==> src/rtl/peripheral_ubus_pkg.sv <==
// Shared types and helpers for the byte-wide micro-bus slave.
package peripheral_ubus_pkg;

  localparam logic [1:0] Size1 = 2'b00;
  localparam logic [1:0] Size2 = 2'b01;
  localparam logic [1:0] Size4 = 2'b10;
  localparam logic [1:0] Size8 = 2'b11;

  typedef enum logic [1:0] {
    StIdle,
    StData,
    StError
  } state_e;

  function automatic logic [3:0] size_to_nbytes(input logic [1:0] size);
    return 4'd1 << size;
  endfunction

endpackage

==> src/rtl/peripheral_ubus_slave_mem.sv <==
// Byte storage: one synchronous write port, one asynchronous read port, async clear.
module peripheral_ubus_slave_mem #(
  parameter int unsigned DEPTH = 16,
  parameter int unsigned AW    = 4
) (
  input  logic          clk,
  input  logic          rst,
  input  logic          we,
  input  logic [AW-1:0] waddr,
  input  logic [7:0]    wdata,
  input  logic [AW-1:0] raddr,
  output logic [7:0]    rdata
);

  logic [7:0] mem [DEPTH];

  always_ff @(posedge clk or posedge rst) begin
    if (rst) begin
      for (int i = 0; i < DEPTH; i++) begin
        mem[i] <= 8'h00;
      end
    end else if (we) begin
      mem[waddr] <= wdata;
    end
  end

  assign rdata = mem[raddr];

endmodule

==> src/rtl/peripheral_ubus_slave.sv <==
// Byte-wide micro-bus slave with wait-state insertion, range errors and
// a sticky protocol-violation flag.
module peripheral_ubus_slave
  import peripheral_ubus_pkg::*;
#(
  parameter logic [15:0] BASE_ADDR   = 16'h0000,
  parameter int unsigned DEPTH       = 16,
  parameter int unsigned WAIT_STATES = 1
) (
  input  logic        sig_clock,
  input  logic        sig_reset,
  input  logic [15:0] sig_addr,
  input  logic [1:0]  sig_size,
  input  logic        sig_read,
  input  logic        sig_write,
  input  logic        sig_start,
  input  logic        sig_bip,
  input  logic [7:0]  sig_data_in,
  output logic [7:0]  sig_data_out,
  output logic        sig_data_oe,
  output logic        sig_wait,
  output logic        sig_error,
  output logic        sig_protocol_error
);

  localparam int unsigned PtrW    = (DEPTH > 1) ? $clog2(DEPTH) : 1;
  localparam logic [16:0] DepthW  = 17'(DEPTH);
  localparam logic [1:0]  WaitMax = 2'(WAIT_STATES);

  state_e          state;
  logic [PtrW-1:0] ptr;
  logic [3:0]      beat_cnt;
  logic [3:0]      nbytes;
  logic [1:0]      wait_cnt;
  logic            is_read;
  logic            protocol_error;
  logic [7:0]      mem_rdata;

  logic        busy;
  logic        complete;
  logic        last;
  logic        mem_we;
  logic [3:0]  req_nbytes;
  logic [16:0] req_offset;
  logic        req_sel;
  logic        req_range_err;

  always_comb begin
    busy          = (state != StIdle);
    complete      = busy && (wait_cnt == WaitMax);
    last          = (beat_cnt == nbytes - 4'd1);
    mem_we        = (state == StData) && !is_read && complete;
    req_nbytes    = size_to_nbytes(sig_size);
    // 17-bit offset: an address below BASE_ADDR borrows into a huge value and fails the range test.
    req_offset    = {1'b0, sig_addr} - {1'b0, BASE_ADDR};
    req_sel       = (req_offset < DepthW) && (sig_read ^ sig_write);
    req_range_err = (req_offset + 17'(req_nbytes) - 17'd1) >= DepthW;
  end

  always_ff @(posedge sig_clock or posedge sig_reset) begin
    if (sig_reset) begin
      state          <= StIdle;
      ptr            <= '0;
      beat_cnt       <= '0;
      nbytes         <= '0;
      wait_cnt       <= '0;
      is_read        <= 1'b0;
      protocol_error <= 1'b0;
    end else begin
      unique case (state)
        StIdle: begin
          if (sig_start && req_sel) begin
            state    <= req_range_err ? StError : StData;
            ptr      <= req_offset[PtrW-1:0];
            nbytes   <= req_nbytes;
            beat_cnt <= '0;
            wait_cnt <= '0;
            is_read  <= sig_read;
          end
        end
        StData, StError: begin
          if (sig_start) begin
            protocol_error <= 1'b1;
          end
          if (complete) begin
            wait_cnt <= '0;
            // bip must be high on every beat but the last.
            if (last == sig_bip) begin
              protocol_error <= 1'b1;
            end
            if (last) begin
              state    <= StIdle;
              beat_cnt <= '0;
              ptr      <= '0;
            end else begin
              beat_cnt <= beat_cnt + 4'd1;
              ptr      <= ptr + 1'b1;
            end
          end else begin
            wait_cnt <= wait_cnt + 2'd1;
          end
        end
        default: state <= StIdle;
      endcase
    end
  end

  always_comb begin
    sig_wait           = busy && !complete;
    sig_error          = (state == StError);
    sig_data_oe        = busy && is_read;
    sig_data_out       = ((state == StData) && is_read) ? mem_rdata : 8'h00;
    sig_protocol_error = protocol_error;
  end

  peripheral_ubus_slave_mem #(
    .DEPTH (DEPTH),
    .AW    (PtrW)
  ) u_mem (
    .clk   (sig_clock),
    .rst   (sig_reset),
    .we    (mem_we),
    .waddr (ptr),
    .wdata (sig_data_in),
    .raddr (ptr),
    .rdata (mem_rdata)
  );

endmodule

==> config.mk <==
export PLATFORM = sky130hd
export DESIGN_NAME = peripheral_ubus_slave
export DESIGN_NICKNAME = d
export VERILOG_FILES = /design/src/rtl/peripheral_ubus_pkg.sv /design/src/rtl/peripheral_ubus_slave_mem.sv /design/src/rtl/peripheral_ubus_slave.sv
export SDC_FILE = /design/constraint.sdc
export NUM_CORES = 1
export LEC_CHECK = 0
export ABC_AREA = 0
export CORE_ASPECT_RATIO = 1.1
export CORE_MARGIN = 2
export CORE_UTILIZATION = 51
export DETAILED_ROUTE_END_ITERATION = 16
export GPL_TIMING_DRIVEN = 0
export PLACE_DENSITY = 0.72
export SLEW_MARGIN = 5
export SYNTH_ARGS = -nofsm -noshare
export SYNTH_HDL_FRONTEND = slang
export SYNTH_SLANG_ARGS = --single-unit
==> constraint.sdc <==
create_clock -name sig_clock -period 10.7 [get_ports sig_clock]
set_clock_uncertainty 0.05 [all_clocks]
set_input_delay 2.675 -clock sig_clock [delete_from_list [all_inputs] [get_ports sig_clock]]
set_output_delay 2.675 -clock sig_clock [all_outputs]
set_load 0.02 [all_outputs]
# Word level (Yosys, flattened, before mapping)

Cells that the tools add are included.
W data, S select, Z words.

Bits in registers: 146
Bits of input ports: 32
Logic and storage cells: 89
Output and inout port bits: 12

Add/subtract/negate cells: 6
Multiplexer cells: 26
Equal/unequal tests: 8
Bitwise gates (word level): 2
Shift-type cells: 1
Order comparisons: 4
Reduce and logical (&&, ||, !) cells: 19

Operators with widths:

| operator                | number |
|---|---|
| $bwmux W128             | 1 |
| $bmux W8 S4             | 1 |
| $demux W8 S4            | 1 |
| $mux W8                 | 4 |
| $mux W4                 | 6 |
| $add A16 B4 Y17         | 1 |
| $ge A17 B5 Y1 const B   | 1 |
| $sub A17 B1 Y17 const B | 1 |
| $lt A16 B5 Y1 const B   | 1 |
| $pmux W4 S2             | 2 |
| $mux W2                 | 6 |
| $logic_and A1 B1 Y1     | 9 |
| $add A4 B1 Y4 const B   | 2 |
| $pmux W2 S2             | 2 |
| $ne A2 B2 Y1 const B    | 3 |
| $reduce_and A3 Y1       | 2 |
| $ge A5 B5 Y1 const B    | 1 |
| $lt A5 B1 Y1 const B    | 1 |
| $not A4 Y5              | 1 |
| $eq A2 B1 Y1 const B    | 2 |
| $eq A4 B4 Y1            | 1 |
| $reduce_and A2 Y1       | 2 |
| $reduce_bool A2 Y1      | 2 |
| $shl A1 B2 Y4 const A   | 1 |
| 9 further kinds         | 12 |

# Logic depth before layout (Yosys ltp)

Gate-level depths: netlist of the first run.

Depth in word-level cells: 7
Depth in mapped cells: 14
Gate-level depth less buffers: 14

# By module

A second synthesis of the first run with hierarchy kept.

Cell total of the unflattened synthesis: 661
Area total of the unflattened synthesis: 8277.9 um^2

Modules (own cells, without submodules):

| module                    | cells an instance | times used | sequential area each (um^2) | area each (um^2) |
|---|---|---|---|---|
| peripheral_ubus_slave_mem | 369               | 1          | 3203.1                      | 5953.2 |
| peripheral_ubus_slave     | 292               | 1          | 450.4                       | 2324.7 |

# Least setup slack after synthesis of the first run

No wires, ideal clock.

Path kind: input to register
From: in sig_size[0]
To: reg state[1]
Setup time: 122 ps
Slack: 5395 ps
Cell stages on the path: 14
Required time: 10528 ps
Data arrival time: 5133 ps
Buffers on the path: 0
Cells stage by stage: or2_2 ha_1 inv_1 ha_1 inv_1 fa_1 nand2b_1 a21oi_1 o21ai_1 xnor2_1 o211ai_1 nor4_1 nand4_1 a32o_1

Word-level cells in the longest chain between the ends: 7

RTL lines:

| item                 | RTL line                    | text |
|---|---|---|
| start, declared      | peripheral_ubus_slave.sv:13 | `input logic [1:0] sig_size,` |
| $shl A1 B2 Y4        | peripheral_ubus_pkg.sv:16   | `return 4'd1 << size;` |
| $add A16 B4 Y17      | peripheral_ubus_slave.sv:57 | `req_range_err = (req_offset + 17'(req_nbytes) - 17'd1) >= DepthW;` |
| $sub A17 B1 Y17      | peripheral_ubus_slave.sv:57 |  |
| $ge A17 B5 Y1        | peripheral_ubus_slave.sv:57 |  |
| $mux W2              | peripheral_ubus_slave.sv:73 | `state <= req_range_err ? StError : StData;` |
| $mux W2              | peripheral_ubus_slave.sv:72 | `if (sig_start && req_sel) begin` |
| $pmux W2 S2          | peripheral_ubus_slave.sv:70 | `unique case (state)` |
| end signal, assigned | peripheral_ubus_slave.sv:62 | `state <= StIdle;` |
| end signal, assigned | peripheral_ubus_slave.sv:73 |  |
| end signal, assigned | peripheral_ubus_slave.sv:92 | `state <= StIdle;` |
| end, declared        | peripheral_ubus_slave.sv:30 | `state_e state;` |

Every way passes these cells. The select of a mux whose other input is x is not followed.
A chain may end at the register's enable or synchronous reset.

# Worst setup path after layout of the first run

From: reg ptr[0]
To: out sig_data_out[4]

Word-level cells in the longest chain between the ends: 5

RTL lines:

| item                                        | RTL line                        | text |
|---|---|---|
| start, declared                             | peripheral_ubus_slave.sv:31     | `logic [PtrW-1:0] ptr;` |
| start signal, assigned                      | peripheral_ubus_slave.sv:74     | `ptr <= req_offset[PtrW-1:0];` |
| start signal, assigned                      | peripheral_ubus_slave.sv:97     | `ptr <= ptr + 1'b1;` |
| $not A4 Y5 (implied by the code)            | peripheral_ubus_slave_mem.sv:27 | `assign rdata = mem[raddr];` |
| $bmux W8 S4                                 | peripheral_ubus_slave_mem.sv:27 |  |
| $mux W8 (implied by the code) (2 in series) | peripheral_ubus_slave_mem.sv:27 |  |
| $mux W8                                     | peripheral_ubus_slave.sv:112    | `sig_data_out = ((state == StData) && is_read) ? mem_rdata : 8'h00;` |
| end, declared                               | peripheral_ubus_slave.sv:19     | `output logic [7:0] sig_data_out,` |

Every way passes these cells. The select of a mux whose other input is x is not followed.

==> flow_summary.yaml, run 1 <==
pwr:
  ir_drop_v: 0.000122
  power.leakage_nw: 3.97
  p_per_area_nw_per_um2: 184
  finalPower_mw: 1.72
global_route:
  overflow: 0
  first_global_vias: 5758
  grt_max_degree: 101
  antenna_found_initial: 0
  grt_pass1_wl_mm: 30.3
  grt_usage_pct: 24.7
logic_synthesis:
  synthTopCellsByCount: "146 x dfrtp_1, 128 x mux2_2, 40 x inv_1, 40 x mux4_2, 36 x ha_1"
  synth_edf_count: 0
  synth_most_common_cell: "dfrtp_1"
  syn_area_sq_um: 8050
  synthDistinctLibCells: 57
  synth_top_cell_by_area: "dfrtp_1"
  netlist.area_leader.share_pct: 45.4
  synth_area_per_cell_sq_um: 12.6
  syn_inst: 638
  synth_area_leaders: "dfrtp_1 45%, mux2_2 18%, mux4_2 11%, ha_1 5.6%, inv_1 1.9%"
  yosys_warnings: 0
  syn_nets: 707
  yosysSeqAreaShare_pct: 45.4
  synth_seq_cells: 146
  synth_top_flop_cell: "dfrtp_1"
  async_reset_ff_share_pct: 100
clock_tree:
  cts_hold_repair.buffers: 0
  cts.sinks: 146
  worstSkewPairLatency_ns: 0.42
  cts_tree: "yes"
  clockBufferDepth: 2
  clk_pin_slew_ns: 0.06
  postCtsSetupBuffers: 0
  cts.repair.resized: 0
  cts_root_buf: "clkbuf_16"
  htree_levels: 4
  cts_buffers: 17
placement:
  placed_cell_area_sq_um: 8760
  hpwl_mm: 12.9
  io_buffers: 43
  gp_congestion: 0.909
timing:
  relSlewSlack_pct: 49.4
  finalSetupTns_ns: 0
  setup_viol_count_final: 0
  hold_viol_final: 0
  drv_slew: 0
  finalCritPeriodShare_pct: 58.9
  grt_setup_unrepaired: "no"
  worst_pin_slew_ns: 0.758
  fin_crit_ns: 6.31
  max_freq_mhz: 159
route:
  viasPerCell: 5.96
  wl_per_cell_microns: 20.9
  drt_iter0_markers: 274
  drc: 0
  via_count: 5451
  wirelength_mm: 19.1
  drt_first_pass_iters: 5
  antenna_left: 0
flow_run:
  maxCapViolations: 0
floorplan:
  io_pins: 44
  start_util_pct: 51.7
  die_w_microns: 124
  dieArea_sq_um: 16800
  die_y_microns: 136
  coreArea_sq_um: 15600
  rows: 48
critical_path:
  worst_path_most_repeated_cell: "buf_2"
  crit_path_start_kind: "flop"
  arrival_ns: 3.58
  cp_slowest_cell: "clkdlybuf4s50_1"
  endpoint_kind: "output port"
  path_buf_inv: 4
  cp_cell_sequence: "buf_2 > buf_2 > buf_2 > mux4_2 > mux4_2 > and3_1 > clkdlybuf4s50_1"
  worstPathMaxFanout: 10
  worstSetupPathType: "reg2out"
  required_ns: 7.98
  crit_family: "buffers and inverters"
  critPathMaxStageDelay_ns: 0.54
finish:
  n_antenna_cell: 0
  post-route-util_pct: 59.9
  final_area_sq_um: 9310
  nFillCells: 1213
  syn_to_final_growth_pct: 15.8
  drive_above_1_share_pct: 31.8
  fin_nets: 770
status:
  status: "finished, final reports clean"
hold_path:
  hold_class: "reg2reg"
==> cells in the final DEF (no fill, tap or decap), drive strengths merged, types with 5 or more instances in the layout <==
master         Yosys  layout
buf               11      12
nand3             12      12
inv               40      42
nor3               5       5
mux2             128     128
xor2               6       6
mux4              40      40
a21oi             16      16
xnor2              8       8
clkbuf            21      40
ha                36      36
nor2b              8       8
nand2             33      33
dfrtp            146     146
nand2b            11      11
o21ai             19      19
nor2              30      30
clkdlybuf4s50      0      43
and3              10      10
clkinv             0       6
==> stage by stage <==
stage / instances / setup WS [ns] / hold slack (ns)
6_report: 914 / 4.39 / 0.424
5_1_grt: 914 / 4.25 / 0.447
4_1_cts: 914 / 4.36 / 0.427
3_5_place_dp: 882 / 4.50 / 0.410
3_3_place_gp: 881 / 2.48 / 0.401
2_1_floorplan: 638 / 4.05 / 0.407
==> where the power goes <==
part / leakage [nW] / internal [mW] / switching (mW) / total, mW
combinational: 1.99 / 0.257 / 0.276 / 0.533
clock: 0.265 / 0.325 / 0.232 / 0.557
sequential: 1.72 / 0.598 / 0.0291 / 0.627
==> worst paths after layout <==
kind / to / start / cells past startpoint / slack, ns
worst max-delay path: sig_data_out[4] / ptr[0] / 7 / 4.39
worst min-delay path: sig_protocol_error / sig_protocol_error / 1 / 0.42
worst max register to register: u_mem.mem[109] / ptr[0] / 9 / 7.41
worst min register to register: sig_protocol_error / sig_protocol_error / 1 / 0.42
max in group asynchronous: beat_cnt[2] / sig_reset / 3 / 7.15
min in group asynchronous: u_mem.mem[14] / sig_reset / 2 / 2.60
==> layout make-up <==
| cell class | count | area (sq um) | share of cell area [%] |
|---|---|---|---|
| plain buffers | 32 | 134 | 1.44 |
| clock buffers | 19 | 443 | 4.76 |
| clock inverters | 13 | 111 | 1.20 |
| inverters | 40 | 155 | 1.67 |
| multi-input cells | 420 | 4110 | 44.1 |
| flip-flops and latches | 146 | 3650 | 39.2 |
| well taps | 200 | 250 | 2.69 |
| repair buffers | 44 | 458 | 4.92 |
==> cell families after synthesis <==
group           Yosys count  share of synthesized area, %
simple gates            125                          7.93
xor+xnor                 14                          1.52
flops                   146                          45.4
mux                     171                          29.5
compound gates           73                          6.28
buf+inv                  72                          3.53
fa+ha+maj                37                          5.85
==> state kept, by name, indices dropped and copies added, names as in the netlist <==
signal / cells
ptr: 4
sig_protocol_error: 1
state: 2
u_mem.mem: 128
beat_cnt: 4
wait_cnt: 2
is_read: 1
nbytes: 4
==> per-layer routing <==
layer / wire (microns) / GRT usage, %
met1: 7690 / 29.8
met2: 9810 / 42.2
met3: 965 / 5.18
met4: 648 / 11.4
met5: 0 / 0
Note: power is estimated with default switching activity, not from simulation.
==> inputs of run 2 (changes only) <==
==> constraint.sdc (replaced) <==
create_clock -name sig_clock -period 6.05 [get_ports sig_clock]
set_clock_uncertainty 0.05 [all_clocks]
set_input_delay 1.5125 -clock sig_clock [delete_from_list [all_inputs] [get_ports sig_clock]]
set_output_delay 1.5125 -clock sig_clock [all_outputs]
set_load 0.02 [all_outputs]
==> results of run 2 <==
The final DEF is identical to that of run 1. Status: finished, final reports clean.
Main changes from that run: setup slack after placement 4.50 ns -> 1.01 ns; setup slack after layout 4.39 ns -> 0.906 ns; register-to-register setup slack 7.41 ns -> 2.76 ns; total power 1.72 mW -> 3.04 mW; worst IR drop on VDD 0.000122 V -> 0.000215 V
==> inputs of run 3 (changes only) <==
--- a/config.mk
+++ b/config.mk
@@ -8,10 +8,10 @@
 export ABC_AREA = 0
 export CORE_ASPECT_RATIO = 1.1
 export CORE_MARGIN = 2
-export CORE_UTILIZATION = 51
+export CORE_UTILIZATION = 35
 export DETAILED_ROUTE_END_ITERATION = 16
 export GPL_TIMING_DRIVEN = 0
-export PLACE_DENSITY = 0.72
+export PLACE_DENSITY = 0.53
 export SLEW_MARGIN = 5
 export SYNTH_ARGS = -nofsm -noshare
 export SYNTH_HDL_FRONTEND = slang
==> flow_summary.yaml, run 3 (synthesis results as in run 1) <==
placement:
  gp_congestion: 0.804
  dp.cells: 982
  placed_cell_area_sq_um: 8880
  hpwl_mm: 13.8
  io_buffers: 43
  pre_cts_ws_ns: 0.948
clock_tree:
  worstSkewPairLatency_ns: 0.43
  cts_hold_repair.buffers: 0
  htree_levels: 4
  cts_tree: "yes"
  cts_root_buf: "clkbuf_16"
  cts.repair.resized: 0
  cts.sinks: 146
  clockBufferDepth: 2
  cts_buffers: 17
  postCtsSetupBuffers: 0
  clk_pin_slew_ns: 0.06
timing:
  final.setup.worst_slack_ns: 0.830
  finalCritPeriodShare_pct: 86.3
  worst_pin_slew_ns: 0.894
  finalSetupTns_ns: 0
  hold_slack_ns: 0.422
  setup_viol_count_final: 0
  max_freq_mhz: 192
  relSlewSlack_pct: 40.4
  grt_setup_unrepaired: "no"
  hold_viol_final: 0
  drv_slew: 0
  fin_crit_ns: 5.22
route:
  antenna_left: 0
  drc: 0
  met1_length_mm: 8.74
  wl_per_cell_microns: 20.4
  route.met3.wl_microns: 942
  drt_first_pass_iters: 4
  wirelength_mm: 20.7
  drt_iter0_markers: 263
  highest_layer: "met4"
  wl_met2_mm: 10.4
  viasPerCell: 5.35
  via_count: 5422
floorplan:
  dieArea_sq_um: 24200
  die_y_microns: 163
  coreArea_sq_um: 22700
  rows: 58
  io_pins: 44
  die_w_microns: 149
  start_util_pct: 35.4
finish:
  post-route-util_pct: 41.9
  mostFrequentLayoutCells: "146 x dfrtp_1, 128 x mux2_2, 43 x clkdlybuf4s50_1, 40 x mux4_2, 39 x inv_1"
  syn_to_final_growth_pct: 18.1
  largest-register: "u_mem.mem"
  final_common_cell: "dfrtp_1"
  n_antenna_cell: 0
  final_area_sq_um: 9510
  largest_reg_flops: 128
  fin_nets: 770
  drive_above_1_share_pct: 31.9
  nFillCells: 2112
  instances_no_fill: 1014
pwr:
  clkPwrFrac_pct: 34.9
  p_comb_share_pct: 30.2
  ir_drop_v: 0.000291
  finalPower_mw: 3.17
  internal-power_mw: 2.20
  p_per_area_nw_per_um2: 333
  seq_power_share_pct: 34.9
  power.leakage_nw: 4.01
  swShare_pct: 30.7
  power.switching_mw: 0.974
global_route:
  grt_max_degree: 75
  grt_pass1_wl_mm: 32.7
  overflow: 0
  grt_usage_pct: 18.1
  antenna_found_initial: 1
  first_global_vias: 5732
flow_run:
  maxCapViolations: 0
status:
  status: "finished, final reports clean"
critical_path:
  crit_path_start_kind: "flop"
  r2r_cells: 9
  arrival_ns: 3.66
  cp_cell_sequence: "buf_2 > buf_2 > buf_2 > mux4_2 > mux4_2 > and3_1 > clkdlybuf4s50_1"
  worstPathMaxFanout: 10
  critPathMaxStageDelay_ns: 0.55
  required_ns: 4.49
  worst_path_most_repeated_cell: "buf_2"
  worstSetupPathType: "reg2out"
  endpoint_kind: "output port"
  cp_slowest_cell: "clkdlybuf4s50_1"
hold_path:
  min_path_cells: 1
  hold_class: "reg2reg"
-- run 3: cell types whose count changed in the layout (fill, tap and decap cells not counted), moves of 2 or more --
cell,before,now
bufinv_16,1,3
clkinv_4,1,3
clkbuf_8,1,3
clkinv_2,5,3
clkinvlp_4,4,2
-- run 3: worst paths after layout --
path                                    startpoint            endpoint  slack [ns]
min in group asynchronous                sig_reset      u_mem.mem[126]        1.53
worst max-delay path                        ptr[1]     sig_data_out[2]        0.83
max in group asynchronous                sig_reset         beat_cnt[0]        3.59
worst min-delay path            sig_protocol_error  sig_protocol_error        0.42
worst max register to register              ptr[0]       u_mem.mem[41]        2.67
worst min register to register  sig_protocol_error  sig_protocol_error        0.42
-- run 3: power by group through the flow --
| stage | registers, mW | clock network (mW) | logic, mW |
|---|---|---|---|
| floorplan | 1.11 | 0 | 0.704 |
| global placement | 1.12 | 0 | 0.946 |
| detailed placement | 1.12 | 0 | 0.962 |
| CTS | 1.11 | 1.12 | 0.967 |
| global route | 1.12 | 1.16 | 1.04 |
| finish | 1.11 | 1.11 | 0.956 |
-- run 3: per-layer routing --
metal	vias up	global-route usage (%)
met4	0	7.01
met3	40	3.41
met1	2808	22.6
met2	132	31.2
li1	2442	-
met5	-	0
-- run 3: layout make-up --
type,count,area [sq um],area share (%)
buffer,32,134,1.41
timing repair buffer,44,458,4.82
clock buffer,20,467,4.91
clock inverter,12,155,1.63
inverter,40,155,1.63
sequential,146,3650,38.4
tap,300,375,3.95
multi-input combinational,420,4110,43.2
-- run 3: critical path, delay by kind of cell, from the launching register on --
family	cells	cell delay, ns
muxes	2	0.86
and+or+nand+nor	1	0.20
DFF	1	0.40
buffers and inverters	4	1.78
==> patch 1, RTL diff (config.mk and constraints of run 3) <==
Re-encode `state_e` (3 states) as one-hot, 3 bits wide.
--- a/src/rtl/peripheral_ubus_pkg.sv
+++ b/src/rtl/peripheral_ubus_pkg.sv
@@ -6,10 +6,10 @@
   localparam logic [1:0] Size4 = 2'b10;
   localparam logic [1:0] Size8 = 2'b11;
 
-  typedef enum logic [1:0] {
-    StIdle,
-    StData,
-    StError
+  typedef enum logic [2:0] {
+    StIdle  = 3'b001,
+    StData  = 3'b010,
+    StError = 3'b100
   } state_e;
 
   function automatic logic [3:0] size_to_nbytes(input logic [1:0] size);
Behaviour: no difference found for any inputs over 4 cycles, from zero or initial values and one cycle with sig_reset high; so few cycles prove little.
==> patch 1 against run 3 <==
  * Sequential share of layout area grew 0.18 points
  * Worst setup slack lost 0.45 ns
  * Wire length grew 0.57%
  * Maximum frequency shrank 7.9%
  * Sequential cell count grew 1
  * Area after synthesis grew 1.2%
  * Design area grew 0.25%
  * Utilization shrank 0.16 points
  * Critical path type unchanged
  * Largest cell class unchanged
Power is not compared: it rests on default switching activity, and its combinational part moved more than twofold at a synthesized area within 25%.
==> patch 1: results (changes against run 3) <==
status:
  status: "complete, no violations"  # unchanged
route:
  route.met2.wl_um: 10310  # was 10400 um
  wl_met3_um: 691  # was 942 um
  maxUsedRoutingLayer: "met4"  # unchanged
  routed_wl_um: 20810  # was 20690 um
  met1_length_um: 9277  # was 8741 um
  vias_per_cell: 5.334  # was 5.347
  dr.first_iter.drc_count: 235  # was 263
grt:
  track_usage: 0.1808  # was 0.1813
  met1_usage: 0.2302  # was 0.2264
  grtUsageMet2: 0.3025  # was 0.3121
  use_met3: 0.03639  # was 0.03408
  grt_pass1_vias: 5837  # was 5732
  grt.busiest_layer: "met2"  # unchanged
  grt_pass1_wl_um: 32970  # was 32690 um
  antenna_found_initial: 0  # was 1
  grt_max_degree: 76  # was 75
worst_setup_path:
  r2r_cells: 8  # was 9
  cp_max_fo: 10  # unchanged
  slowest_stage: "clkbuf_1"  # was clkdlybuf4s50_1
  cpPeakStageDelay_ns: 0.69  # was 0.55 ns
  reg2reg_from: "ptr[1]"  # was ptr[0]
  crit_arrival_ns: 4.10  # was 3.66 ns
  r2r_end: "u_mem.mem[116]"  # was u_mem.mem[41]
  r2r_setup_slack_ns: 2.45  # was 2.67 ns
  critPathTopFamily: "buffers and inverters"  # unchanged
yosys:
  synth.net_count: 709  # was 707
  synth_area_leaders: "dfrtp_1 45%, mux2_2 16%, mux4_2 11%"  # was dfrtp_1 45%, mux2_2 18%, mux4_2 11%
  synthTopCellsByCount: "146 x dfrtp_1, 115 x mux2_2, 40 x mux4_2"  # was 146 x dfrtp_1, 128 x mux2_2, 40 x inv_1, 40 x mux4_2, 36 x ha_1
  syn_avg_cell_area_um2: 12.66  # was 12.61 um2
  seq_area_frac_synth: 0.4520  # was 0.4541
  yosysUniqueCellTypes: 69  # was 57
layout:
  fin_util: 0.4169  # was 0.4185
  largest_reg_flops: 128  # unchanged
  largest-register: "u_mem.mem"  # unchanged
  final_nets: 772  # was 770
  nFillCells: 2144  # was 2112
  drive_above_1_share: 0.2939  # was 0.3193
  layoutNonFillerInstCount: 1018  # was 1014
power_and_ir_drop:
  power_leakage_nw: 4.406
  switching_share: 0.2801
  power_mw: 2.427
  p_seq_frac: 0.417
  peakVddDrop_uv: 169.9
  pwr-share-comb: 0.181
place:
  gp_congestion: 0.8080  # was 0.8044
  place_area_mm2: 0.008980  # was 0.008885 mm2
  dp.cells: 987  # was 982
  dp_hpwl_um: 14260  # was 13850 um
  place_ws_ns: 0.6869  # was 0.9477 ns
sta:
  hold_ws_ns: 0.4349  # was 0.4223 ns
  slew_headroom: 0.1367  # was 0.4040
  fin_ws_ns: 0.3843  # was 0.8300 ns
clock_tree:
  cts-buffers-inserted: 17  # unchanged
  root_buffer: "clkbuf_16"  # unchanged
  clk_latency_ns: 0.42
  clockBufferDepth: 2  # unchanged
hold_path:
  min_from: "u_mem.mem[74]"  # was sig_protocol_error
  min_to: "u_mem.mem[74]"  # was sig_protocol_error
==> patch 1: cell type report <==
class / instances / share of cell area
plain buffers: 27 / 0.01208
clock buffers: 24 / 0.05265
inverters: 38 / 0.01549
clock inverters: 7 / 0.005120
flip-flops and latches: 147 / 0.3861
well taps: 300 / 0.03939
multi-input cells: 431 / 0.4411
repair buffers: 44 / 0.04805
==> patch 1: cell families after synthesis <==
kind of cell               Yosys count  synth area share
adders and majority gates           34           0.05317
DFF                                147            0.4520
and+or+nand+nor                    133           0.08837
muxes                              172            0.2934
buffers and inverters               65           0.03166
xor gates and xnor gates            14           0.01506
AOI/OAI and AO/OA                   78           0.06639
==> patch 1: worst max path at each step <==
| stage | to | startpoint |
|---|---|---|
| after floorplan | beat_cnt[0] | sig_reset |
| after global placement | u_mem.mem[108] | sig_reset |
| after detailed placement | state[1] | sig_size[0] |
| after CTS | sig_data_out[5] | ptr[1] |
| after global routing | sig_data_out[6] | ptr[1] |
| final | sig_data_out[5] | ptr[1] |
==> patch 2, RTL diff (flow settings as in run 3) <==
Without the edit above. `DEPTH` is set to 16 in 2 places; all go to 8.
--- a/src/rtl/peripheral_ubus_slave_mem.sv
+++ b/src/rtl/peripheral_ubus_slave_mem.sv
@@ -1,6 +1,6 @@
 // Byte storage: one synchronous write port, one asynchronous read port, async clear.
 module peripheral_ubus_slave_mem #(
-  parameter int unsigned DEPTH = 16,
+  parameter int unsigned DEPTH = 8,
   parameter int unsigned AW    = 4
 ) (
   input  logic          clk,
--- a/src/rtl/peripheral_ubus_slave.sv
+++ b/src/rtl/peripheral_ubus_slave.sv
@@ -4,7 +4,7 @@
   import peripheral_ubus_pkg::*;
 #(
   parameter logic [15:0] BASE_ADDR   = 16'h0000,
-  parameter int unsigned DEPTH       = 16,
+  parameter int unsigned DEPTH       = 8,
   parameter int unsigned WAIT_STATES = 1
 ) (
   input  logic        sig_clock,
Behaviour: not the same (Yosys sat finds a counterexample within 4 cycles, from zero or initial values and one cycle with sig_reset high).
==> patch 2 against run 3 <==
  * Area after synthesis down 37%
  * Register-to-register slack better by 0.41 ns
  * Final cell count down 31%
  * Power down 45%
  * Count of clock-buffer cells in the layout down 10
  * Worst setup slack better by 0.088 ns
  * Wire length down 44%
  * First-iteration DRC count down 22%
  * Sequential cell count down 65
  * Die area down 36%
  * Design area down 36%
  * Critical path type is now in2reg
  * Critical endpoint is now state[0]
  * Largest cell class unchanged
==> patch 2: results (changes against run 3) <==
layout:
  clock_cell_area_share: 0.04701  # was 0.06541
  layout.nonclk_buf_frac: 0.08376  # was 0.06225
  clock_buffer_count: 10  # was 20
  top_regs: "u_mem.mem x64, beat_cnt x4, nbytes x4"
  drive_above_1_share: 0.2343  # was 0.3193
  multi_input_comb_cells: 318  # was 420
  num-nonclk-buffers: 56  # was 76
  area_growth_pct: 19.33  # was 18.15%
  seq_share: 0.3326  # was 0.3843
  final_nets: 570  # was 770
  nFillCells: 1375  # was 2112
  multi_input_area_share: 0.4734  # was 0.4322
  inv_count: 38  # was 40
grt:
  antenna_found_initial: 0  # was 1
  grt_pass1_vias: 3714  # was 5732
  grt_max_degree: 68  # was 75
  grt_pass1_wl_um: 18760  # was 32690 um
  track_usage: 0.1571  # was 0.1813
yosys:
  synth_area_leaders: "dfrtp_1 40%, mux2_2 14%, ha_1 8.1%"  # was dfrtp_1 45%, mux2_2 18%, mux4_2 11%
  yosysUniqueCellTypes: 63  # was 57
  synth_fa_ha_area_frac: 0.08476  # was 0.05847
  synth_compound_area_frac: 0.09236  # was 0.06282
  synth.net_count: 515  # was 707
  synth_mux_area_frac: 0.2413  # was 0.2948
  seq_area_frac_synth: 0.3969  # was 0.4541
  synthTopCellsByCount: "81 x dfrtp_1, 65 x mux2_2, 38 x inv_1"  # was 146 x dfrtp_1, 128 x mux2_2, 40 x inv_1, 40 x mux4_2, 36 x ha_1
  synthXorXnorAreaFrac: 0.02401  # was 0.01524
route:
  vias_per_cell: 5.147  # was 5.347
  dr.first_iter.drc_count: 205  # was 263
  routed_wl_um: 11610  # was 20690 um
  dr.pass1.iters: 4  # unchanged
power_and_ir_drop:
  peakVddDrop_uv: 191.7  # was 291.2 uV
  power_leakage_nw: 2.685  # was 4.007 nW
clock_tree:
  cts_num_sinks: 81  # was 146
  clockBufferDepth: 2  # unchanged
  cts_max_level: 3  # was 4
  clk_latency_ns: 0.34  # was 0.43 ns
  cts-buffers-inserted: 9  # was 17
place:
  port_buffers: 43  # unchanged
  gp_congestion: 0.8683  # was 0.8044
  place_area_mm2: 0.005808  # was 0.008885 mm2
  dp_hpwl_um: 8414  # was 13850 um
worst_setup_path:
  slowest_stage: "o41ai_1"  # was clkdlybuf4s50_1
  crit_arrival_ns: 5.36  # was 3.66 ns
  cp_max_fo: 5  # was 10
  cpPeakStageDelay_ns: 0.78  # was 0.55 ns
floorplanning:
  rows: 46  # was 58
sta:
  slew_headroom: 0.3649  # was 0.4040
status:
  status: "complete, no violations"  # unchanged
==> patch 2: metal layers <==
layer | up-vias | GRT usage | routed length, um
li1 | 1743 | - | -
met1 | 1786 | 0.1953 | 5349
met2 | 62 | 0.2752 | 5741
met3 | 12 | 0.03385 | 396
met4 | 0 | 0.04972 | 123
met5 | - | 0 | 0
==> patch 2: worst max-delay path: cells and delay by family <==
family	cells	cell delay, ns
adders and majority gates	3	0.58
and+or+nand+nor	3	1.22
muxes	1	0.28
AOI/OAI and AO/OA	4	1.24
buffers and inverters	2	0.52
==> patch 2: per-stage QoR <==
stage | hold WS (ns) | power, mW | cells | setup WS [ns]
floorplan | 0.4167 | 1.052 | 449 | 1.602
global placement | 0.4154 | 1.206 | 684 | 0.6634
detailed placement | 0.4189 | 1.215 | 685 | 0.5438
CTS | 0.4317 | 1.754 | 700 | 0.9098
global route | 0.4469 | 1.840 | 700 | 0.7021
finish | 0.4213 | 1.735 | 700 | 0.9177
==> patch 2: path summary, 6_finish.rpt <==
| path | from | to | slack [ns] | cells past startpoint |
|---|---|---|---|---|
| hold / removal | sig_protocol_error | sig_protocol_error | 0.42 | 1 |
| hold reg to reg | sig_protocol_error | sig_protocol_error | 0.42 | 1 |
| min in group asynchronous | sig_reset | u_mem.mem[61] | 1.40 | 2 |
| setup / recovery | sig_size[0] | state[0] | 0.92 | 13 |
| setup reg to reg | state[0] | u_mem.mem[60] | 3.08 | 7 |
| max in group asynchronous | sig_reset | nbytes[3] | 3.96 | 3 |
==> patch 2: where the power goes <==
group          switching [mW]  internal [mW]  total, mW
Clock                   0.218          0.317      0.535
Combinational           0.318          0.265      0.583
Sequential             0.0308          0.586      0.617
